**config.mk**
```make
export PLATFORM = sky130hd
export DESIGN_NAME = iigs_io_ctrl_flat
export DESIGN_NICKNAME = d
export VERILOG_FILES = /design/src/rtl/iigs_io_ctrl_if.sv /design/src/rtl/iigs_io_ctrl.sv /design/src/flat_wrapper.sv
export SDC_FILE = /design/constraint.sdc
export NUM_CORES = 2
export LEC_CHECK = 0
export BUFFER_PORTS_ARGS = -buffer_cell sky130_fd_sc_hd__clkbuf_2
export CORE_MARGIN = 2
export CORE_UTILIZATION = 45
export CTS_CLUSTER_DIAMETER = 200
export DETAILED_ROUTE_END_ITERATION = 16
export GPL_TIMING_DRIVEN = 0
export PLACE_DENSITY = 0.68
export SLEW_MARGIN = 30
export SYNTH_ARGS = -nofsm -noshare
export SYNTH_HDL_FRONTEND = slang
export SYNTH_SLANG_ARGS = --single-unit
export TNS_END_PERCENT = 10
```
**constraint.sdc**
```tcl
create_clock -name clk_sys -period 31.9 [get_ports clk_sys]
set_input_delay 6.38 -clock clk_sys [delete_from_list [all_inputs] [get_ports clk_sys]]
set_output_delay 6.38 -clock clk_sys [all_outputs]
set_load 0.01 [all_outputs]
```
**src/rtl/iigs_io_ctrl_if.sv**
```systemverilog
// CPU-side bus for the $C0xx IO controller: request from the 65C816 core,
// decode/read-data/ready back from the controller.
interface iigs_io_ctrl_if;
    logic        cen;
    logic [7:0]  bank;
    logic [15:0] addr;
    logic        valid;
    logic        cpu_rw;
    logic [7:0]  cpu_dout;
    logic        io_sel;
    logic [7:0]  io_dout;
    logic        rdy;

    modport master (
        output cen, bank, addr, valid, cpu_rw, cpu_dout,
        input  io_sel, io_dout, rdy
    );

    modport slave (
        input  cen, bank, addr, valid, cpu_rw, cpu_dout,
        output io_sel, io_dout, rdy
    );
endinterface

```
**src/rtl/iigs_io_ctrl.sv**
```systemverilog
// $C0xx soft-switch / IO controller: internal switch registers plus a
// strobe/ack bridge to peripheral channels that stalls the CPU through rdy.
module iigs_io_ctrl #(
    parameter int                        NUM_PERIPH  = 2,
    parameter logic [NUM_PERIPH*256-1:0] PERIPH_MASK = {
        (256'd1 << 8'h33),
        ((256'd1 << 8'h00) | (256'd1 << 8'h10) | (256'd1 << 8'h24) |
         (256'd1 << 8'h25) | (256'd1 << 8'h26) | (256'd1 << 8'h27))
    },
    parameter logic [255:0]              REG_MASK    =
        (256'd1 << 8'h22) | (256'd1 << 8'h2D) | (256'd1 << 8'h34) |
        (256'd1 << 8'h35) | (256'd1 << 8'h36) | (256'd1 << 8'h68),
    parameter int                        TIMEOUT     = 15
) (
    input  logic                       clk_sys,
    input  logic                       reset,
    iigs_io_ctrl_if.slave              bus,
    output logic                       timeout,
    output logic [NUM_PERIPH-1:0]      per_strobe,
    output logic [7:0]                 per_addr,
    output logic [7:0]                 per_din,
    output logic                       per_rw,
    input  logic [NUM_PERIPH-1:0]      per_ack,
    input  logic [NUM_PERIPH*8-1:0]    per_dout,
    output logic [7:0]                 shadow,
    output logic [7:0]                 textcolor,
    output logic [3:0]                 bordercolor,
    output logic [7:0]                 sltromsel
);
    localparam logic [255:0] FIXED_REGS =
        (256'd1 << 8'h22) | (256'd1 << 8'h2D) | (256'd1 << 8'h34) |
        (256'd1 << 8'h35) | (256'd1 << 8'h36) | (256'd1 << 8'h68);
    localparam logic [255:0] REG_ALL = REG_MASK | FIXED_REGS;
    localparam int           CH_W    = (NUM_PERIPH > 1) ? $clog2(NUM_PERIPH) : 1;

    typedef enum logic [1:0] {S_IDLE, S_STROBE, S_WAIT, S_DONE} state_t;

    state_t          state, state_nx;
    logic [7:0]      regs [256];
    logic [CH_W-1:0] ch_q, hit_ch;
    logic [7:0]      cnt;
    logic [7:0]      off;
    logic            win, p_any, phit, rhit;
    logic            accept, reg_acc, ack_sel, expired, ff_write;

    function automatic logic [7:0] reg_init(input logic [7:0] o);
        case (o)
            8'h35:   reg_init = 8'h08;
            8'h36:   reg_init = 8'h80;
            8'h68:   reg_init = 8'h09;
            default: reg_init = 8'h00;
        endcase
    endfunction

    assign off  = bus.addr[7:0];
    assign win  = (bus.addr[15:8] == 8'hC0) &&
                  (bus.bank inside {8'h00, 8'h01, 8'hE0, 8'hE1}) && !regs[8'h35][6];

    // Descending scan so the lowest-numbered owning channel wins.
    always_comb begin
        p_any  = 1'b0;
        hit_ch = '0;
        for (int i = NUM_PERIPH - 1; i >= 0; i--) begin
            if (PERIPH_MASK[i*256 + int'(off)]) begin
                p_any  = 1'b1;
                hit_ch = CH_W'(i);
            end
        end
    end

    assign phit       = win && p_any && !FIXED_REGS[off];
    assign rhit       = win && REG_ALL[off] && !phit;
    assign bus.io_sel = bus.valid && (phit || rhit);

    assign accept   = (state == S_IDLE) && bus.cen && bus.valid && phit;
    assign reg_acc  = (state == S_IDLE) && bus.cen && bus.valid && rhit;
    assign ff_write = (state == S_IDLE) && bus.cen && bus.valid && win &&
                      (off == 8'hFF) && !bus.cpu_rw;
    assign ack_sel  = per_ack[ch_q];
    assign expired  = (cnt == 8'(TIMEOUT - 1));

    always_ff @(posedge clk_sys or posedge reset) begin
        if (reset) state <= S_IDLE;
        else       state <= state_nx;
    end

    always_comb begin
        state_nx = state;
        case (state)
            S_IDLE:   if (accept) state_nx = S_STROBE;
            S_STROBE: state_nx = S_WAIT;
            S_WAIT:   if (ack_sel || expired) state_nx = S_DONE;
            S_DONE:   if (bus.cen) state_nx = S_IDLE;
            default:  state_nx = S_IDLE;
        endcase
    end

    // rdy falls combinationally in IDLE so the CPU never sees a peripheral cycle complete early.
    always_comb begin
        per_strobe = '0;
        if (state == S_STROBE) per_strobe[ch_q] = 1'b1;
        bus.rdy = (state == S_DONE) || ((state == S_IDLE) && !(bus.valid && phit));
    end

    always_ff @(posedge clk_sys or posedge reset) begin
        if (reset) begin
            for (int i = 0; i < 256; i++) regs[i] <= reg_init(8'(i));
            bus.io_dout <= 8'h00;
            per_addr    <= 8'h00;
            per_din     <= 8'h00;
            per_rw      <= 1'b1;
            ch_q        <= '0;
            cnt         <= 8'h00;
            timeout     <= 1'b0;
        end else begin
            if (reg_acc) begin
                if (bus.cpu_rw) bus.io_dout <= regs[off];
                else            regs[off]   <= (off == 8'h68) ? (bus.cpu_dout | 8'h01) : bus.cpu_dout;
            end
            if (ff_write) timeout <= 1'b0;
            case (state)
                S_IDLE: if (accept) begin
                    per_addr <= off;
                    per_din  <= bus.cpu_dout;
                    per_rw   <= bus.cpu_rw;
                    ch_q     <= hit_ch;
                end
                S_STROBE: cnt <= 8'h00;
                S_WAIT: begin
                    if (ack_sel) begin
                        if (per_rw) bus.io_dout <= per_dout[int'(ch_q)*8 +: 8];
                    end else if (expired) begin
                        if (per_rw) bus.io_dout <= 8'hFF;
                        timeout <= 1'b1;
                    end else begin
                        cnt <= cnt + 8'h01;
                    end
                end
                default: ;
            endcase
        end
    end

    assign shadow      = regs[8'h35];
    assign textcolor   = regs[8'h22];
    assign bordercolor = regs[8'h34][3:0];
    assign sltromsel   = regs[8'h2D];
endmodule

```
**src/flat_wrapper.sv**
```systemverilog
// flat-port wrapper written by rule: the top's interface ports become plain ports
module iigs_io_ctrl_flat 
#(
    parameter int                        NUM_PERIPH  = 2,
    parameter logic [NUM_PERIPH*256-1:0] PERIPH_MASK = {
        (256'd1 << 8'h33),
        ((256'd1 << 8'h00) | (256'd1 << 8'h10) | (256'd1 << 8'h24) |
         (256'd1 << 8'h25) | (256'd1 << 8'h26) | (256'd1 << 8'h27))
    },
    parameter logic [255:0]              REG_MASK    =
        (256'd1 << 8'h22) | (256'd1 << 8'h2D) | (256'd1 << 8'h34) |
        (256'd1 << 8'h35) | (256'd1 << 8'h36) | (256'd1 << 8'h68),
    parameter int                        TIMEOUT     = 15
)
  (clk_sys, reset, timeout, per_strobe, per_addr, per_din, per_rw, per_ack, per_dout, shadow, textcolor, bordercolor, sltromsel, bus_cen, bus_bank, bus_addr, bus_valid, bus_cpu_rw, bus_cpu_dout, bus_io_sel, bus_io_dout, bus_rdy);
  iigs_io_ctrl_if bus_i ();
  input  logic clk_sys;
  input  logic reset;
  output logic timeout;
  output logic [NUM_PERIPH-1:0] per_strobe;
  output logic [7:0] per_addr;
  output logic [7:0] per_din;
  output logic per_rw;
  input  logic [NUM_PERIPH-1:0] per_ack;
  input  logic [NUM_PERIPH*8-1:0] per_dout;
  output logic [7:0] shadow;
  output logic [7:0] textcolor;
  output logic [3:0] bordercolor;
  output logic [7:0] sltromsel;
  input wire logic [$bits(bus_i.cen)-1:0] bus_cen;
  input wire logic [$bits(bus_i.bank)-1:0] bus_bank;
  input wire logic [$bits(bus_i.addr)-1:0] bus_addr;
  input wire logic [$bits(bus_i.valid)-1:0] bus_valid;
  input wire logic [$bits(bus_i.cpu_rw)-1:0] bus_cpu_rw;
  input wire logic [$bits(bus_i.cpu_dout)-1:0] bus_cpu_dout;
  output wire logic [$bits(bus_i.io_sel)-1:0] bus_io_sel;
  output wire logic [$bits(bus_i.io_dout)-1:0] bus_io_dout;
  output wire logic [$bits(bus_i.rdy)-1:0] bus_rdy;
  assign bus_i.cen = bus_cen;
  assign bus_i.bank = bus_bank;
  assign bus_i.addr = bus_addr;
  assign bus_i.valid = bus_valid;
  assign bus_i.cpu_rw = bus_cpu_rw;
  assign bus_i.cpu_dout = bus_cpu_dout;
  assign bus_io_sel = bus_i.io_sel;
  assign bus_io_dout = bus_i.io_dout;
  assign bus_rdy = bus_i.rdy;
  iigs_io_ctrl #(.NUM_PERIPH(NUM_PERIPH), .PERIPH_MASK(PERIPH_MASK), .REG_MASK(REG_MASK), .TIMEOUT(TIMEOUT)) u_core (.clk_sys(clk_sys), .reset(reset), .bus(bus_i), .timeout(timeout), .per_strobe(per_strobe), .per_addr(per_addr), .per_din(per_din), .per_rw(per_rw), .per_ack(per_ack), .per_dout(per_dout), .shadow(shadow), .textcolor(textcolor), .bordercolor(bordercolor), .sltromsel(sltromsel));
endmodule
```
==> impl_metrics.ini <==
[setup_path]
r2r.worst_path.cells = 7
critPathTopFamily = buffers and inverters
r2r_start = u_core.shadow[6]
cp_cell_sequence = clkbuf_2 > buf_4 > buf_4 > and4b_1 > o21ai_0 > o31a_1 > nor3b_1 > nand2_1 > a21o_1 > clkbuf_2
crit_type = input pin to output pin
r2r_end = u_core.regs[1611]
cp_slowest_cell = buf_4
critPathMaxStageDelay_ns = 0.30
timing.critical_path.buf_inv = 4
r2r_slack_ns = 28.64
start_kind = input pin
cp.required_ns = 25.52
endpoint_kind = output pin
critPathMaxFanout = 10
critPathArrivalTime_ns = 8.37

[synthesis]
synth_nets = 2268
ys_types = 56
netlist_area_sq_um = 28720
synth_edf_count = 0
syn_inst = 2206
synthFlopType = dfrtp_1
synth_area_per_cell_sq_um = 13.02
synthArstFlopShare_pct = 100.0
yosysSeqAreaShare_pct = 64.59
synth-seq-cells = 741
yosys_warnings = 0

[clock_tree]
clkLatencyLatePin_ns = 0.61
cts.path.max_buffers = 3
cts_sinks = 741
cts_tree = yes
postCtsSetupBuffers = 0
clk_pin_slew_ns = 0.05
cts_resized = 0
ctsHoldBuffers = 0
numCtsBuffers = 76
cts_root_buffer = clkbuf_16
cts_max_level = 3

[sta]
slew-limit-headroom_pct = 37.90
final_hold_viol_count = 0
worst_pin_slew_ns = 0.9316
finalSetupViolCount = 0
fin_crit_ns = 14.75
fin_skew_ns = 0.01842
fin_setup_tns_ns = 0
fmax_mhz = 67.78
finalCritPeriodShare_pct = 46.25
rsz0062_at_grt = false
drv_slew = 0

[worst_hold_path]
hp-class = flop to flop
worstHoldEndpoint = u_core.regs[1698]
whs_path_depth = 1
hp-start = u_core.regs[1698]

[floorplanning]
dieArea_sq_um = 65860
die_h_um = 256.6
core_area_sq_um = 63080
initial_core_util_pct = 45.53
die_w_um = 256.6
ios = 113
num_rows = 92

[place]
port_buffers = 109
post_dp_cell_area_sq_um = 30570
gp_congestion = 0.8544
dp_hpwl_um = 45700

[power]
peakVddDrop_mv = 0.03883
total_power_uw = 1989
leakagePower_uw = 0.01596
powerDensity_nw_per_um2 = 59.83

[status]
status = complete, no violations

[drt]
route.detailed.drc = 0
ant_nets = 0
vias = 16806
drt-vias-per-instance = 5.076
wl_per_cell_um = 19.89
finalWirelength_um = 65850
first_pass_iters = 5
drt_iter0_drc = 1291

[grt]
grt_pass1_vias = 18160
antenna_found_initial = 5
overflow = 0
grt_max_degree = 104
grt_pass1_wl_um = 104000
grt.total_usage_pct = 20.62

[finish]
area_growth_pct = 15.75
final_layout_size_suffix_gt1_share_pct = 20.90
nets = 2464
postLayoutCellArea_sq_um = 33240

[run]
drv_cap = 0
==> area by class of cell <==
| type | count | area [sq um] |
|---|---|---|
| antenna | 1 | 2.502 |
| multi-input combinational | 688 | 7087 |
| inverter | 11 | 48.80 |
| tap | 846 | 1059 |
| clock buffer | 104 | 2190 |
| fill | 5345 | 29840 |
| clock inverter | 36 | 474.2 |
| sequential | 741 | 18550 |
| timing repair buffer | 118 | 777.0 |
| buffer | 766 | 3054 |
==> sequential cells by signal, summed over array words and instances (netlist names) <==
signal,cells
u_core.bordercolor,4
u_core.bus.io_dout,8
u_core.ch_q,1
u_core.cnt,8
u_core.per_addr,8
u_core.per_din,8
u_core.per_rw,1
u_core.regs,676
u_core.shadow,8
u_core.sltromsel,8
u_core.state,2
u_core.textcolor,8
u_core.timeout,1
==> worst max-delay path by stage <==
stage                     start                    end  slack [ns]  cells after the start
finish              bus_addr[0]                bus_rdy       17.15                     10
global route        bus_addr[0]                bus_rdy       17.12                     10
CTS                 bus_addr[0]                bus_rdy       17.22                     10
detailed placement  bus_addr[0]                bus_rdy       17.25                     10
global placement          reset      u_core.regs[1752]       -0.84                      2
floorplan                 reset  u_core.bordercolor[0]        4.74                      1
==> cell usage after synthesis (all sizes together), types with 2 or more instances <==
cell | number | share of area, %
dfrtp | 736 | 64
clkbuf | 686 | 9.0
mux2i | 136 | 4.7
mux4 | 114 | 8.9
buf | 80 | 1.7
a22oi | 77 | 2.0
mux2 | 63 | 2.6
nand2 | 48 | 0.63
a21oi | 38 | 0.66
nor2 | 29 | 0.41
a221oi | 25 | 0.76
nand3 | 15 | 0.26
a22o | 14 | 0.43
nor2b | 13 | 0.28
inv | 11 | 0.14
o21ai | 11 | 0.19
and3 | 10 | 0.22
nand2b | 9 | 0.23
nand4 | 9 | 0.20
and2 | 8 | 0.17
ha | 7 | 0.30
nor3 | 7 | 0.14
nor4 | 7 | 0.23
a31oi | 6 | 0.13
o22ai | 6 | 0.13
dfstp | 5 | 0.46
or3 | 5 | 0.11
nand4b | 3 | 0.092
o221ai | 3 | 0.092
or2 | 3 | 0.065
a21o | 2 | 0.052
o21a | 2 | 0.052
o31ai | 2 | 0.052
o41ai | 2 | 0.061
or4 | 2 | 0.052
xor2 | 2 | 0.061
==> placed cells by master (no fill, tap or decap), types with 5 or more instances in the layout <==
master,n
or3_1,5
buf_16,8
inv_1,10
dfstp_2,5
nor4_1,5
nand2_1,48
and2_1,8
mux4_2,114
mux2i_1,136
a221oi_1,25
a22oi_1,77
mux2_4,8
o22ai_1,6
clkinv_2,19
dfrtp_1,736
buf_4,34
a21oi_1,38
nor2_1,25
a31oi_1,6
clkbuf_16,78
nor2b_1,13
mux2_2,55
bufinv_16,10
clkbuf_2,110
o21ai_0,11
ha_1,7
and3_1,10
clkbuf_1,697
nand4_1,9
clkbuf_8,14
nand2b_1,7
buf_2,40
nor3_1,6
a22o_1,14
nand3_1,15
buf_1,6
==> cell families (layout without fill, tap and decap cells) <==
| logic type | count (synthesis) | after routing | synth area share [%] |
|---|---|---|---|
| simple gates | 171 | 171 | 3.176 |
| fa+ha+maj | 7 | 7 | 0.3050 |
| other cells | 0 | 1 | 0 |
| mux | 313 | 313 | 16.25 |
| flops | 741 | 741 | 64.59 |
| buf+inv | 777 | 1035 | 10.77 |
| xor+xnor | 2 | 2 | 0.06101 |
| compound gates | 195 | 195 | 4.840 |
==> through the flow <==
| step | std cells | util, % | hold slack [ns] | setup WS [ns] |
|---|---|---|---|---|
| 6_report | 3311 | 52.70 | 0.4500 | 17.15 |
| 2_1_floorplan | 2206 | - | 0.4239 | 4.736 |
| 3_5_place_dp | 3170 | 48.47 | 0.4418 | 17.25 |
| 4_1_cts | 3310 | 52.69 | 0.4549 | 17.22 |
| 5_1_grt | 3310 | 52.69 | 0.4644 | 17.12 |
| 3_3_place_gp | 3161 | 48.07 | 0.4342 | -0.8421 |
==> power by group <==
part	internal, uW	leakage, uW	switching (uW)	total, uW
clock network	565	0.00133	368	933
registers	943	0.0103	2.90	946
logic	33.7	0.00431	75.8	109
total	1540	0.0160	447	1990
==> routing by layer <==
| layer | vias to the layer above | part of all wire [%] | global-route usage, % |
|---|---|---|---|
| met5 | - | 0.067 | 0 |
| met4 | 8 | 4.1 | 8.253 |
| met3 | 144 | 4.6 | 4.083 |
| met2 | 362 | 49 | 34.14 |
| met1 | 8916 | 42 | 26.83 |
| li1 | 7376 | - | - |
Note: power is estimated with default switching activity, not from simulation.
